`config.mk`:
```
export PLATFORM = sky130hd
export DESIGN_NAME = serial_adder
export DESIGN_NICKNAME = d
export VERILOG_FILES = /design/src/rtl/serial_adder.sv
export SDC_FILE = /design/constraint.sdc
export NUM_CORES = 1
export LEC_CHECK = 0
export CORE_MARGIN = 3
export CORE_UTILIZATION = 48
export CTS_CLUSTER_DIAMETER = 150
export DETAILED_ROUTE_END_ITERATION = 12
export GPL_TIMING_DRIVEN = 0
export PLACE_DENSITY = 0.81
export SLEW_MARGIN = 15
export SYNTH_ARGS = -nofsm -noshare
export SYNTH_HDL_FRONTEND = slang
export SYNTH_SLANG_ARGS = --single-unit
export TNS_END_PERCENT = 10
```
`constraint.sdc`:
```
create_clock -name clk -period 1.51 [get_ports clk]
set_input_delay 0.302 -clock clk [delete_from_list [all_inputs] [get_ports clk]]
set_output_delay 0.302 -clock clk [all_outputs]
set_load 0.005 [all_outputs]
```
`src/rtl/serial_adder.sv`:
```
// Digit-serial adder: captures two operands, adds DIGIT bits per cycle LSB-first, holds the result until it is accepted.
// Define SERIAL_ADDER_OVERFLOW_EN to add the two's-complement overflow output.
//
// state | meaning
// IDLE  | ready for operands
// RUN   | adding one digit per cycle
// DONE  | result valid, waiting for out_ready
module serial_adder #(
  parameter int WIDTH = 8,
  parameter int DIGIT = 1
) (
  input  logic             clk,
  input  logic             rst,
  input  logic             in_valid,
  output logic             in_ready,
  input  logic [WIDTH-1:0] input1,
  input  logic [WIDTH-1:0] input2,
  input  logic             carryin,
  output logic             out_valid,
  input  logic             out_ready,
  output logic [WIDTH-1:0] sum,
  output logic             carryout
`ifdef SERIAL_ADDER_OVERFLOW_EN
  ,
  output logic             overflow
`endif
);

  localparam int STEPS = WIDTH / DIGIT;
  localparam int CNT_W = (STEPS > 1) ? $clog2(STEPS) : 1;

  generate
    if (WIDTH < 2 || DIGIT < 1 || (WIDTH % DIGIT) != 0) begin : g_bad_params
      $error("serial_adder: WIDTH must be >= 2 and a multiple of DIGIT");
    end
  endgenerate

  typedef enum logic [1:0] {ST_IDLE, ST_RUN, ST_DONE} state_t;

  state_t             state_q, state_d;
  logic [WIDTH-1:0]   a_q, a_d;
  logic [WIDTH-1:0]   b_q, b_d;
  logic [WIDTH-1:0]   sum_q, sum_d;
  logic               carry_q, carry_d;
  logic [CNT_W-1:0]   cnt_q, cnt_d;
  logic [DIGIT:0]     digit_res;
  logic [WIDTH-1:0]   sum_shift;

  assign digit_res = {1'b0, a_q[DIGIT-1:0]} + {1'b0, b_q[DIGIT-1:0]}
                   + {{DIGIT{1'b0}}, carry_q};

  // Result digits enter at the MSB end so the LSB digit lands at bit 0 after STEPS shifts.
  generate
    if (DIGIT == WIDTH) begin : g_shift_full
      assign sum_shift = digit_res[DIGIT-1:0];
    end else begin : g_shift_part
      assign sum_shift = {digit_res[DIGIT-1:0], sum_q[WIDTH-1:DIGIT]};
    end
  endgenerate

`ifdef SERIAL_ADDER_OVERFLOW_EN
  logic a_msb_q, a_msb_d;
  logic b_msb_q, b_msb_d;
`endif

  always_comb begin
    state_d   = state_q;
    a_d       = a_q;
    b_d       = b_q;
    sum_d     = sum_q;
    carry_d   = carry_q;
    cnt_d     = cnt_q;
    in_ready  = 1'b0;
    out_valid = 1'b0;
`ifdef SERIAL_ADDER_OVERFLOW_EN
    a_msb_d   = a_msb_q;
    b_msb_d   = b_msb_q;
`endif
    case (state_q)
      ST_IDLE: begin
        in_ready = 1'b1;
        if (in_valid) begin
          a_d     = input1;
          b_d     = input2;
          carry_d = carryin;
          cnt_d   = '0;
          state_d = ST_RUN;
`ifdef SERIAL_ADDER_OVERFLOW_EN
          a_msb_d = input1[WIDTH-1];
          b_msb_d = input2[WIDTH-1];
`endif
        end
      end
      ST_RUN: begin
        a_d     = a_q >> DIGIT;
        b_d     = b_q >> DIGIT;
        sum_d   = sum_shift;
        carry_d = digit_res[DIGIT];
        cnt_d   = cnt_q + CNT_W'(1);
        if (cnt_q == CNT_W'(STEPS - 1)) begin
          state_d = ST_DONE;
        end
      end
      ST_DONE: begin
        out_valid = 1'b1;
        if (out_ready) begin
          state_d = ST_IDLE;
        end
      end
      default: state_d = ST_IDLE;
    endcase
  end

  always_ff @(posedge clk) begin
    if (rst) begin
      state_q <= ST_IDLE;
      a_q     <= '0;
      b_q     <= '0;
      sum_q   <= '0;
      carry_q <= 1'b0;
      cnt_q   <= '0;
`ifdef SERIAL_ADDER_OVERFLOW_EN
      a_msb_q <= 1'b0;
      b_msb_q <= 1'b0;
`endif
    end else begin
      state_q <= state_d;
      a_q     <= a_d;
      b_q     <= b_d;
      sum_q   <= sum_d;
      carry_q <= carry_d;
      cnt_q   <= cnt_d;
`ifdef SERIAL_ADDER_OVERFLOW_EN
      a_msb_q <= a_msb_d;
      b_msb_q <= b_msb_d;
`endif
    end
  end

  assign sum      = sum_q;
  assign carryout = carry_q;

`ifdef SERIAL_ADDER_OVERFLOW_EN
  assign overflow = (state_q == ST_DONE) && (a_msb_q == b_msb_q)
                 && (sum_q[WIDTH-1] != a_msb_q);
`endif

endmodule

```
==> qor.yml <==
finish:
  drive_above_1_share_pct: 22.54
  nets: 197
  syn_to_final_growth_pct: 33.01
  final_util_pct: 68.15
  antennaDiodeCount: 0
  fin_area_mm2: 0.001719
clocking:
  cts_inserted_buffers: 5
  cts_hold_buf: 0
  clkTransAtPathRegs_ps: 90
  cts_sinks: 30
  cts_tree: "yes"
  h-tree-depth: 2
  root_buffer: "clkbuf_4"
  clock_latency_ps: 330
  clockBufferDepth: 2
drt:
  dr.first_iter.drc_count: 29
  via_per_inst: 5.310
  firstDrtPassIters: 4
  wl_per_cell_um: 14.17
  via_count: 1078
  remaining_drc_errors: 0
  ant_nets: 0
  routed_wl_mm: 2.877
sta:
  fin_ws_ps: 52.89
  fin_setup_tns_ps: 0
  finalSetupViolations: 0
  relSlewSlack_pct: 65.06
  hold_viol_final: 0
  worst_hold_slack_ps: 354.1
  worstMarginPinSlew_ps: 524.2
  rsz0062_at_grt: "false"
  fmaxAchievable_mhz: 686.3
  drv_slew: 0
  skew_ps: 11.80
  period_minus_slack_ps: 1457
  min_period_over_period_pct: 96.50
outcome:
  status: "finished, final reports clean"
synth:
  netlist_area_mm2: 0.001292
  syn_inst: 135
  synth_cell_types: 26
  synth_most_common_cell: "dfxtp_1"
  yosys.area.top_type: "dfxtp_1"
  ys_seq_area_share_pct: 46.47
  synth_commonest_cells: "30 x dfxtp_1, 17 x inv_1, 16 x nand2_1, 15 x a21oi_1, 10 x o221a_1"
  synthFlopType: "dfxtp_1"
  syn_area_per_cell_um2: 9.574
  synth_area_leaders: "dfxtp_1 46%, o221a_1 8.7%, a21oi_1 5.8%"
  async_flop_share_pct: 0
  synth_top_area_share_pct: 46.47
  syn-num-nets: 159
  synth_seq_cells: 30
  synth-edff-count: 0
  ys_warn_count: 0
setup_path:
  crit_buf_inv: 1
  end_kind: "output pin"
  slowest_stage: "clkdlybuf4s50_1"
  cp.arrival_ps: 1160
  cp_cell_sequence: "clkdlybuf4s50_1"
  critPathMaxStageDelay_ps: 490
  cp_top_family: "buffers and inverters"
  ff2ff_path_depth: 4
  cp.depth: 1
  ff2ff_setup_slack_ps: 240
  worstReg2RegStart: "state_q[1]$_SDFFE_PP0P_"
  worstSetupPathType: "reg2out"
  timing.rr.end: "b_q[2]$_SDFFE_PP0P_"
  required_ps: 1210
  path_max_fanout: 2
  worstSetupStartpointType: "flop"
floorplanning:
  die_area_mm2: 0.003351
  io_pins: 32
  dieWidth_um: 57.89
  die_h_um: 57.89
  initial_utilization_pct: 51.24
  core_mm2: 0.002522
  fp-row-count: 18
placed_design:
  place_congestion: 0.7724
  dp_hpwl_mm: 2.089
  place_ws_ps: -212.8
  portBuffers: 30
  postPlaceCellArea_mm2: 0.001630
power:
  ir_worst_vdd_mv: 0.7923
  p_per_area_mw_per_mm2: 902.0
  p_leak_nw: 0.7710
worst_hold_path:
  holdPathStages: 2
  hp-class: "in2reg"
  holdCritStartpoint: "rst"
  min_to: "cnt_q[0]$_SDFFE_PP0P_"
global_routing:
  grt-ovfl-total: 0
  grt_usage_pct: 19.22
  grt_max_degree: 11
  antenna_found_initial: 0
  grt_pass1_wl_mm: 4.774
  grt_pass1_vias: 1076
job:
  max-cap-violations: 0
[cells by family after synthesis]
kind of cell | Yosys count | share of synthesized area, %
AOI/OAI and AO/OA | 44 | 27.98
and+or+nand+nor | 30 | 10.17
DFF | 30 | 46.47
buffers and inverters | 26 | 10.36
adders and majority gates | 3 | 3.485
muxes | 2 | 1.549
[cell type report]
type,instances,area [µm²]
Multi-Input combinational cell,79,565.5
Sequential cell,30,615.6
Fill cell,220,803.3
Clock buffer,7,45.04
Timing Repair Buffer,31,321.6
Buffer,9,70.07
Inverter,17,63.81
Tap cell,30,37.54
[worst max-delay path by stage]
stage                                  from  slack, ps                  end
CTS                     sum[3]$_SDFFE_PP0N_          3               sum[3]
floorplan           state_q[1]$_SDFFE_PP0P_        340  a_q[0]$_SDFFE_PP0P_
finish                  sum[0]$_SDFFE_PP0N_         50               sum[0]
global route            sum[0]$_SDFFE_PP0N_         10               sum[0]
global placement                   in_valid       -140  b_q[2]$_SDFFE_PP0P_
detailed placement                 in_valid       -210  b_q[2]$_SDFFE_PP0P_
[repair_timing]
action                                  CTS  global route
buffers inserted                          1             0
endpoints found under the setup margin    7             7
gates resized for setup                  13            10
[layout by cell type (no fill, tap or decap), types with 5 or more instances in the layout]
cell / Yosys / layout
clkdlybuf4s50_1: 0 / 20
o221a_2: 5 / 5
inv_1: 17 / 17
dfxtp_1: 30 / 20
nand2_1: 16 / 16
a21oi_2: 8 / 8
o221a_1: 10 / 10
dfxtp_2: 0 / 9
clkbuf_4: 0 / 5
dlymetal6s2s_1: 0 / 7
nor2_1: 7 / 7
a21oi_1: 15 / 15
[report_power, final]
| group | internal, mW | total, mW | leakage, nW | switching, mW |
|---|---|---|---|---|
| clock network | 0.175 | 0.426 | 0.0254 | 0.251 |
| registers | 0.838 | 0.873 | 0.251 | 0.0343 |
| logic | 0.137 | 0.252 | 0.494 | 0.114 |
[sequential cells by signal, summed over array words and instances (netlist names)]
signal	flops
carryout	1
a_q	8
b_q	8
cnt_q	3
sum	8
state_q	2
[stage by stage]
step / instances / total power, mW
after global placement: 195 / 1.133
after detailed placement: 195 / 1.146
after floorplan: 135 / 1.036
after CTS: 203 / 1.565
after global routing: 203 / 1.635
final: 203 / 1.551
[metal layers]
metal  wire (µm)  GRT usage, %
met4          59         8.609
met5           0             0
met2        1422         31.61
met1        1234         21.68
met3         160         8.018
No activity file was read; power rests on OpenSTA's default activity.
